`src/rtl/pipe_stage_reg.sv`:
```
// Generic inter-stage pipeline register with valid/ready handshake, optional
// 2-entry skid buffer, flush, NOP bubbles and saturating stall/bubble counters.
module pipe_stage_reg #(
  parameter int unsigned       DATA_W    = 64,
  parameter logic [DATA_W-1:0] NOP_VALUE = '0,
  parameter bit                SKID      = 1'b1,
  parameter int unsigned       CNT_W     = 16
) (
  input  logic              clk,
  input  logic              rst,
  input  logic              flush,
  input  logic              in_valid,
  output logic              in_ready,
  input  logic [DATA_W-1:0] in_data,
  output logic              out_valid,
  input  logic              out_ready,
  output logic [DATA_W-1:0] out_data,
  output logic [CNT_W-1:0]  stall_cnt,
  output logic [CNT_W-1:0]  bubble_cnt
);

  typedef enum logic [1:0] {
    EMPTY = 2'd0,
    FULL  = 2'd1,
    SKID2 = 2'd2
  } state_t;

  localparam logic [CNT_W-1:0] CNT_MAX = '1;
  localparam logic [CNT_W-1:0] CNT_ONE = CNT_W'(1);

  state_t            state;
  logic [DATA_W-1:0] main_q;
  logic [DATA_W-1:0] skid_q;
  logic              in_fire;
  logic              out_fire;

  assign out_valid = (state != EMPTY);
  assign out_data  = main_q;
  assign in_fire   = in_valid & in_ready;
  assign out_fire  = out_valid & out_ready;

  // With the skid buffer, ready depends only on state, so it is effectively
  // registered and breaks the combinational ready path back upstream.
  generate
    if (SKID) begin : g_skid_ready
      assign in_ready = (state != SKID2);
    end else begin : g_pass_ready
      assign in_ready = (state == EMPTY) | out_ready;
    end
  endgenerate

  always_ff @(posedge clk) begin
    if (rst) begin
      state      <= EMPTY;
      main_q     <= NOP_VALUE;
      skid_q     <= NOP_VALUE;
      stall_cnt  <= '0;
      bubble_cnt <= '0;
    end else begin
      if (out_valid && !out_ready && stall_cnt != CNT_MAX)
        stall_cnt <= stall_cnt + CNT_ONE;
      if (!out_valid && out_ready && bubble_cnt != CNT_MAX)
        bubble_cnt <= bubble_cnt + CNT_ONE;

      if (flush) begin
        state  <= EMPTY;
        main_q <= NOP_VALUE;
        skid_q <= NOP_VALUE;
      end else begin
        unique case (state)
          EMPTY: begin
            if (in_fire) begin
              main_q <= in_data;
              state  <= FULL;
            end
          end
          FULL: begin
            if (in_fire && out_fire) begin
              main_q <= in_data;
            end else if (out_fire) begin
              main_q <= NOP_VALUE;
              state  <= EMPTY;
            end else if (in_fire && SKID) begin
              skid_q <= in_data;
              state  <= SKID2;
            end
          end
          SKID2: begin
            if (out_fire) begin
              main_q <= skid_q;
              skid_q <= NOP_VALUE;
              state  <= FULL;
            end
          end
          default: begin
            state  <= EMPTY;
            main_q <= NOP_VALUE;
            skid_q <= NOP_VALUE;
          end
        endcase
      end
    end
  end

endmodule

```
`config.mk`:
```
export PLATFORM = sky130hd
export DESIGN_NAME = pipe_stage_reg
export DESIGN_NICKNAME = d
export VERILOG_FILES = /design/src/rtl/pipe_stage_reg.sv
export SDC_FILE = /design/constraint.sdc
export NUM_CORES = 1
export LEC_CHECK = 0
export ABC_CLOCK_PERIOD_IN_PS = 2900
export CORE_MARGIN = 3
export CORE_UTILIZATION = 30
export DETAILED_ROUTE_END_ITERATION = 7
export DONT_BUFFER_PORTS = 1
export PLACE_DENSITY_LB_ADDON = 0.25
export SETUP_SLACK_MARGIN = 0.2
export SLEW_MARGIN = 20
export SYNTH_ARGS = -nofsm -noshare
export SYNTH_HDL_FRONTEND = slang
export SYNTH_SLANG_ARGS = --single-unit
```
`constraint.sdc`:
```
create_clock -name clk -period 2.9 [get_ports clk]
set_input_delay 0.725 -clock clk [delete_from_list [all_inputs] [get_ports clk]]
set_output_delay 0.725 -clock clk [all_outputs]
set_load 0.1 [all_outputs]
```
==> results.json, run 1 <==
{
  "path_max_fanout": 11,
  "whs_path_depth": 1,
  "reg2reg_slack_ns": 0.71,
  "finalMaxSlewViolations": 0,
  "drc": 0,
  "cp-startpoint": "state[1]",
  "outcome": "complete, no violations",
  "synth_edf_count": 0,
  "finalPower_uw": 5290,
  "gp_congestion": 0.787,
  "critPathArrivalTime_ns": 1.66,
  "layout_common_cells": "dfxtp_1, nor2_1, buf_4",
  "grt_overflow_total": 0,
  "rsz0062_at_grt": "false",
  "vias": 5994,
  "drt_iter0_drc": 389,
  "crit_end": "out_valid",
  "syn-mean-instance-area_sq_um": 9.20,
  "syn-num-nets": 853,
  "numClockSinks": 162,
  "grt_antenna_before_repair": 0,
  "synth_ff_type": "dfxtp_1",
  "ant_nets": 0,
  "stdcell_count": 1155,
  "p_leak_uw": 0.00315,
  "post_drt_wl_per_cell_um": 17.7,
  "hold_viol_final": 0,
  "ys_seq_area_share_pct": 45.1,
  "grt_pass1_wl_mm": 32.8,
  "start_util_pct": 30.6,
  "worstMarginPinSlew_ns": 0.992,
  "clk_latency_ns": 0.42,
  "dieHeight_um": 161,
  "cp_data_required_time_ns": 2.17,
  "dp.cells": 1122,
  "ff2ff_path_depth": 4,
  "core-area_sq_um": 23500,
  "finalSetupTns_ns": 0,
  "antennaDiodeCount": 0,
  "crit_family": "flip-flops",
  "hp-class": "input port to register",
  "firstDrtPassIters": 5,
  "cts_tree": "yes",
  "io_buffers": 0,
  "ys_seq_elements": 162,
  "h-tree-depth": 4,
  "cts_buffers": 17,
  "area_growth_pct": 21.4,
  "async_flop_share_pct": 0,
  "yosys_warnings": 0,
  "wl_mm": 20.4,
  "max_freq_mhz": 419,
  "startpoint_type": "register",
  "cp.depth": 1,
  "fin_nets": 894,
  "grt_pass1_vias": 5755,
  "power.density_nw_per_um2": 606,
  "synth_cells": 782,
  "vias_per_cell": 5.19,
  "path_clk_slew_ns": 0.07,
  "crit_buf_inv": 0,
  "rr_startpoint": "state[1]",
  "hold_slack_ns": 0.370,
  "slowest_stage": "dfxtp_1",
  "syn_area_sq_um": 7190,
  "finalInstanceArea_sq_um": 8740,
  "ctsHoldBuffers": 0,
  "ioPinCount": 167,
  "path_cells": "or2_2",
  "fp-row-count": 56,
  "setup-violations-final": 0,
  "r2r-end": "stall_cnt[6]",
  "grt_max_degree": 65,
  "finClkSkew_ns": 0.00986,
  "synth_cell_types": 49,
  "layout_commonest_cell": "dfxtp_1",
  "crit_path_end_kind": "output pin",
  "ctsLongestPathBuffers": 2,
  "vdd_drop_max_v": 0.000276,
  "period_minus_slack_ns": 2.38,
  "period_share_pct": 82.2,
  "fillCellCount": 2457,
  "max_stage_delay_ns": 0.67,
  "ctsRootBufferMaster": "clkbuf_16",
  "postPlaceCellArea_sq_um": 8120,
  "grt_usage_pct": 15.7,
  "path_class": "register to output pin",
  "hp-start": "rst",
  "dp_hpwl_mm": 12.7,
  "die_w_um": 161,
  "max_slew_margin_pct": 33.7,
  "cap_violations": 0,
  "layout-drive-gt1-share_pct": 16.5,
  "die-area_sq_um": 25900
}
## sequential cells by signal, summed over array words and instances (netlist names)
signal / cells
skid_q: 64
stall_cnt: 16
state: 2
out_data: 64
bubble_cnt: 16
## worst reg2reg max path: cells and delay by family, from the launching register on
family | cells | cell delay (ns)
compound gates | 2 | 0.55
flops | 1 | 0.67
simple gates | 2 | 0.91
## cell usage after synthesis (7+ instances only)
cell type | instances | share of area, %
a32o_1 | 49 | 6.8
a21oi_1 | 22 | 1.5
clkbuf_1 | 54 | 2.8
or4_1 | 7 | 0.73
a22oi_1 | 49 | 5.1
o21ai_0 | 7 | 0.49
mux2i_1 | 69 | 9.6
a222oi_1 | 15 | 2.1
nand2_1 | 9 | 0.47
buf_2 | 14 | 0.97
o31ai_1 | 9 | 0.94
dfxtp_1 | 162 | 45
nor2b_1 | 9 | 0.78
nand3_1 | 12 | 0.83
nand4_1 | 10 | 0.87
nor2_1 | 145 | 7.6
or3_1 | 8 | 0.70
nor3_1 | 7 | 0.49
and2_1 | 62 | 5.4
## per-layer routing
layer | wire length (um) | up-vias | share of wire, % | track usage, %
met3 | 1810 | 13 | 8.9 | 6.35
met2 | 9320 | 162 | 46 | 25.2
met1 | 9060 | 2864 | 44 | 19.7
li1 | - | 2955 | - | -
met4 | 254 | 0 | 1.2 | 3.72
met5 | 0 | - | 0 | 0
## how the worst min path moves through the flow
stage                    endpoint
finish              stall_cnt[13]
global route        stall_cnt[13]
CTS                 stall_cnt[13]
detailed placement     skid_q[36]
global placement       skid_q[58]
floorplan              skid_q[33]
## cell families after synthesis
logic type	after synthesis	synth area share (%)
AOI/OAI and AO/OA	164	18.4
buffers and inverters	75	4.16
muxes	76	10.7
and+or+nand+nor	303	21.3
adders and majority gates	2	0.348
DFF	162	45.1
## cell type report
| class | count | area (sq um) | share of cell area, % |
|---|---|---|---|
| clock buffer | 17 | 425 | 4.87 |
| clock inverter | 15 | 185 | 2.12 |
| inverter | 3 | 11.3 | 0.129 |
| multi-input combinational | 545 | 3690 | 42.3 |
| sequential | 162 | 3240 | 37.1 |
| tap | 319 | 399 | 4.57 |
| timing repair buffer | 94 | 781 | 8.94 |
## stage by stage
step,setup WS [ns],utilization (%)
after global placement,0.603,34.5
after CTS,0.223,37.1
after detailed placement,0.609,34.5
after floorplan,0.407,-
final,0.516,37.1
after global routing,0.474,37.1
## report_power, final
group | total (uW) | internal (uW) | switching (uW)
clock network | 2340 | 1250 | 1090
logic | 609 | 194 | 415
registers | 2350 | 2260 | 84.1
## timing repair
action                                  CTS  global route
setup buffers                             0             1
endpoints found under the setup margin    0             1
gates resized for setup                   0             0
(Power assumes the default switching activity.)
==> run 2: changes to the inputs <==
--- a/config.mk
+++ b/config.mk
@@ -5,7 +5,7 @@
 export SDC_FILE = /design/constraint.sdc
 export NUM_CORES = 1
 export LEC_CHECK = 0
-export ABC_CLOCK_PERIOD_IN_PS = 2900
+export ABC_CLOCK_PERIOD_IN_PS = 1950
 export CORE_MARGIN = 3
 export CORE_UTILIZATION = 30
 export DETAILED_ROUTE_END_ITERATION = 7
==> constraint.sdc (replaced) <==
create_clock -name clk -period 1.95 [get_ports clk]
set_input_delay 0.4875 -clock clk [delete_from_list [all_inputs] [get_ports clk]]
set_output_delay 0.4875 -clock clk [all_outputs]
set_load 0.1 [all_outputs]
==> run 2 against run 1 <==
  * Combinational power grew 81%
  * Critical path depth increased by 5
  * Clock skew grew 0.0051 ns
  * Largest cell class unchanged
  * Highest routed layer unchanged
==> results.json, run 2 (synthesized netlist as in run 1, its figures left out) <==
{
  "reg2reg_slack_ns": 0.16,
  "h-tree-depth": 4,
  "cts_tree": "yes",
  "grt_pass1_wl_mm": 33.5,
  "p_leak_uw": 0.00345,
  "ctsRootBufferMaster": "clkbuf_16",
  "period_minus_slack_ns": 1.79,
  "dp_hpwl_mm": 13.1,
  "grt_pass1_vias": 5844,
  "path_class": "register to register",
  "dieHeight_um": 161,
  "crit_end": "bubble_cnt[8]",
  "area_growth_pct": 31.3,
  "clk_latency_ns": 0.43,
  "path_clk_slew_ns": 0.07,
  "ioPinCount": 167,
  "cp_data_required_time_ns": 2.30,
  "postPlaceCellArea_sq_um": 8570,
  "cts_buffers": 17,
  "start_util_pct": 30.6,
  "grt_antenna_before_repair": 0,
  "rsz0062_at_grt": "true",
  "max_slew_margin_pct": 61.6,
  "fp-row-count": 56,
  "grt_max_degree": 65,
  "ctsLongestPathBuffers": 2,
  "power.density_nw_per_um2": 837,
  "worstMarginPinSlew_ns": 0.571,
  "wl_mm": 22.0,
  "path_max_fanout": 6,
  "max_freq_mhz": 560,
  "startpoint_type": "register",
  "die-area_sq_um": 25900,
  "die_w_um": 161,
  "critPathArrivalTime_ns": 2.13,
  "io_buffers": 0,
  "finalInstanceArea_sq_um": 9450,
  "max_stage_delay_ns": 0.58,
  "cap_violations": 0,
  "rr_startpoint": "state[0]",
  "path_cells": "buf_6 > buf_4 > nor3b_4 > nand3_4 > or4_4 > a21oi_2",
  "layout_commonest_cell": "nor2_1",
  "core-area_sq_um": 23500,
  "ff2ff_path_depth": 6,
  "dp.cells": 1151,
  "drt_iter0_drc": 517,
  "grt_usage_pct": 16.1,
  "outcome": "complete, no violations",
  "vdd_drop_max_v": 0.000542,
  "antennaDiodeCount": 0,
  "period_share_pct": 91.5,
  "slowest_stage": "or4_4",
  "r2r-end": "bubble_cnt[8]",
  "finClkSkew_ns": 0.0149,
  "hold_viol_final": 0,
  "crit_path_end_kind": "register",
  "drc": 0,
  "layout_common_cells": "nor2_1, dfxtp_1, buf_4",
  "firstDrtPassIters": 7,
  "vias": 6252,
  "layout-drive-gt1-share_pct": 26.4,
  "hp-class": "input port to register",
  "finalMaxSlewViolations": 0,
  "numClockSinks": 162,
  "cp-startpoint": "state[0]",
  "fin_nets": 936,
  "gp_congestion": 0.773,
  "stdcell_count": 1197,
  "setup-violations-final": 0,
  "vias_per_cell": 5.22,
  "post_drt_wl_per_cell_um": 18.4,
  "ant_nets": 0,
  "grt_overflow_total": 0,
  "final_util_pct": 40.1
}
-- run 2: cell types whose count changed in the layout (fill, tap and decap cells not counted), moves of 3 or more --
cell / before / now
inv_8: 7 / 4
buf_4: 88 / 119
clkinvlp_4: 0 / 3
dfxtp_1: 162 / 128
nor4_1: 6 / 2
buf_12: 6 / 13
nor4_4: 0 / 4
dfxtp_4: 0 / 32
buf_6: 0 / 3
-- run 2: worst min path at each step --
stage                     depth (start not counted)          start  slack, ns              to
final                                             1            rst       0.11   stall_cnt[11]
after global routing                              1            rst       0.09  bubble_cnt[15]
after CTS                                         1            rst        0.1   bubble_cnt[3]
after detailed placement                          2  stall_cnt[15]       0.48   stall_cnt[15]
after global placement                            2     skid_q[35]       0.47      skid_q[35]
after floorplan                                   2     skid_q[33]       0.46      skid_q[33]
-- run 2: area by class of cell --
cell class,count,area (sq um)
flip-flops and latches,162,3370
multi-input cells,545,3850
repair buffers,136,1210
inverters,3,16.3
clock inverters,14,165
well taps,319,399
fillers,2339,14100
clock buffers,18,439
-- run 2: power breakdown --
group | total [uW] | switching, uW | internal, uW | leakage (uW)
clock | 3460 | 1590 | 1870 | 0.000287
combinational | 1100 | 746 | 350 | 0.00183
sequential | 3350 | 27.9 | 3320 | 0.00134
total | 7910 | 2370 | 5540 | 0.00345
-- run 2: what timing repair did --
item	4_1_cts	5_1_grt
pin swaps	1	13
cloned	0	2
gates resized for setup	7	20
hold buffers	0	0
buffers inserted	3	9
endpoints found under the setup margin	12	78
-- run 2: worst max-delay path, delay by kind of cell (launching register included) --
kind	cells	cell delay, ns
compound gates	1	0.14
buf+inv	2	0.25
simple gates	3	0.97
flops	1	0.35
-- run 2: metrics by stage --
stage	setup TNS (ns)	power (uW)	hold WS [ns]	setup slack, ns
floorplan	-0.000777	4260	0.459	-0.000777
global placement	0	4490	0.474	0.0799
detailed placement	0	4490	0.482	0.0883
CTS	0	8010	0.0991	0.122
global route	0	8230	0.0917	0.0943
finish	0	7910	0.115	0.165
-- run 2: metal layers --
layer	part of all wire, %	GRT usage (%)
met1	44	20.6
met3	8.8	7.09
met4	0.62	3.05
met2	46	25.5
met5	0	0
==> run 3: changes to the inputs <==
--- a/config.mk
+++ b/config.mk
@@ -7,7 +7,7 @@
 export LEC_CHECK = 0
 export ABC_CLOCK_PERIOD_IN_PS = 1950
 export CORE_MARGIN = 3
-export CORE_UTILIZATION = 30
+export CORE_UTILIZATION = 50
 export DETAILED_ROUTE_END_ITERATION = 7
 export DONT_BUFFER_PORTS = 1
 export PLACE_DENSITY_LB_ADDON = 0.25
==> run 3 against run 2 <==
  * Largest power group is now sequential cells
  * Die area decreased by 39%
  * Sequential power about the same
  * Cell area decreased by 2.5%
  * Highest routed layer unchanged
  * Core utilization increased by 26 points
==> results.json, run 3 (synthesized netlist as in run 1, its figures left out) <==
{
  "outcome": "complete, no violations",
  "finalPower_uw": 7590,
  "hold_viol_final": 0,
  "critPathArrivalTime_ns": 2.12,
  "vias": 6497,
  "startpoint_type": "register",
  "period_minus_slack_ns": 1.77,
  "cap_violations": 0,
  "antennaDiodeCount": 0,
  "ant_nets": 0,
  "fin_nets": 936,
  "crit_top_cell": "buf_4",
  "rsz0062_at_grt": "true",
  "grt_pass1_vias": 6492,
  "crit_family": "simple AND/OR/NAND/NOR gates",
  "max_freq_mhz": 565,
  "p_leak_uw": 0.00342,
  "vias_per_cell": 6.15,
  "area_growth_pct": 28.0,
  "max_stage_delay_ns": 0.50,
  "gp_congestion": 0.856,
  "layout_common_cells": "nor2_1, dfxtp_1, buf_4",
  "wl_mm": 20.8,
  "core-area_sq_um": 14000,
  "die-area_sq_um": 15900,
  "layout_commonest_cell": "nor2_1",
  "grt_pass1_wl_mm": 32.7,
  "grt_max_degree": 65,
  "grt_usage_pct": 25.1,
  "cp_data_required_time_ns": 2.30,
  "fillCellCount": 1133,
  "drt_iter0_drc": 603,
  "cts_buffers": 17,
  "io_buffers": 0,
  "grt_antenna_before_repair": 0,
  "path_max_fanout": 8,
  "finalSetupTns_ns": 0,
  "layout-drive-gt1-share_pct": 27.0,
  "grt_overflow_total": 0,
  "ctsLongestPathBuffers": 2,
  "clk_latency_ns": 0.43,
  "dieHeight_um": 126,
  "cts_tree": "yes",
  "setup-violations-final": 0,
  "ctsHoldBuffers": 0,
  "fp-row-count": 43,
  "start_util_pct": 51.4,
  "crit_path_end_kind": "register",
  "firstDrtPassIters": 6,
  "drc": 0,
  "ioPinCount": 167,
  "worstMarginPinSlew_ns": 0.635,
  "path_cells": "nand4_1 > nor4_4 > buf_4 > buf_4 > or4_4 > a21oi_4",
  "power.density_nw_per_um2": 824,
  "path_class": "register to register",
  "finalMaxSlewViolations": 0,
  "finClkSkew_ns": 0.00916,
  "dp_hpwl_mm": 12.8,
  "post_drt_wl_per_cell_um": 19.7,
  "slowest_stage": "or4_4",
  "max_slew_margin_pct": 57.6,
  "path_clk_slew_ns": 0.06,
  "crit_buf_inv": 2,
  "numClockSinks": 162,
  "die_w_um": 126,
  "vdd_drop_max_v": 0.000665,
  "h-tree-depth": 4,
  "ctsRootBufferMaster": "clkbuf_16",
  "final_util_pct": 65.8,
  "hp-class": "input port to register",
  "period_share_pct": 90.8
}
## run 3: cell types whose count changed in the layout (fill, tap and decap cells not counted), moves of 2 or more
cell,previous run,this run
buf_12,13,8
clkinv_2,0,5
inv_6,5,1
clkinv_4,0,3
clkinvlp_4,3,0
o21bai_4,1,4
buf_8,0,2
clkinv_8,2,0
inv_8,4,2
nor4_2,2,4
o31ai_1,9,7
o31ai_2,0,2
## run 3: worst paths after layout
kind | start | end | slack (ns) | cells after the start
worst min-delay path | rst | bubble_cnt[15] | 0.12 | 1
worst max register to register | bubble_cnt[9] | bubble_cnt[9] | 0.18 | 6
worst min register to register | skid_q[59] | skid_q[59] | 0.50 | 2
worst max-delay path | bubble_cnt[9] | bubble_cnt[9] | 0.18 | 6
## run 3: area by class of cell
| cell class | instances | area, sq um | area share [%] |
|---|---|---|---|
| clock buffers | 19 | 443 | 4.81 |
| clock inverters | 12 | 108 | 1.17 |
| inverters | 3 | 18.8 | 0.204 |
| multi-input cells | 548 | 3920 | 42.6 |
| flip-flops and latches | 162 | 3370 | 36.6 |
| well taps | 180 | 225 | 2.45 |
| repair buffers | 133 | 1120 | 12.2 |
## run 3: stage by stage
stage / setup slack, ns / hold slack [ns] / cell area, sq um / cells
floorplan: -0.000777 / 0.459 / 7410 / 782
global placement: -0.0388 / 0.472 / 8330 / 1010
detailed placement: -0.192 / 0.485 / 8330 / 1010
CTS: 0.177 / 0.103 / 8990 / 1047
global route: 0.124 / 0.0955 / 9210 / 1057
finish: 0.179 / 0.122 / 9210 / 1057
## run 3: power breakdown
| group | switching [uW] | internal, uW | total (uW) |
|---|---|---|---|
| Combinational | 740 | 335 | 1080 |
| Clock | 1370 | 1790 | 3160 |
| Sequential | 27.5 | 3330 | 3350 |
## run 3: timing repair
| action | in CTS | in global routing |
|---|---|---|
| pin swaps | 1 | 11 |
| gates resized for setup | 17 | 27 |
| endpoints found under the setup margin | 78 | 70 |
| setup buffers | 5 | 8 |
| gates cloned | 1 | 2 |
## run 3: routing by layer
layer	track usage (%)	part of all wire [%]	wire, um	vias to the layer above
met5	0	0	0	-
met2	42.3	48	10100	264
met4	9.97	2.8	591	0
met3	9.92	9.2	1930	53
met1	28.5	39	8210	3138
li1	-	-	-	3042
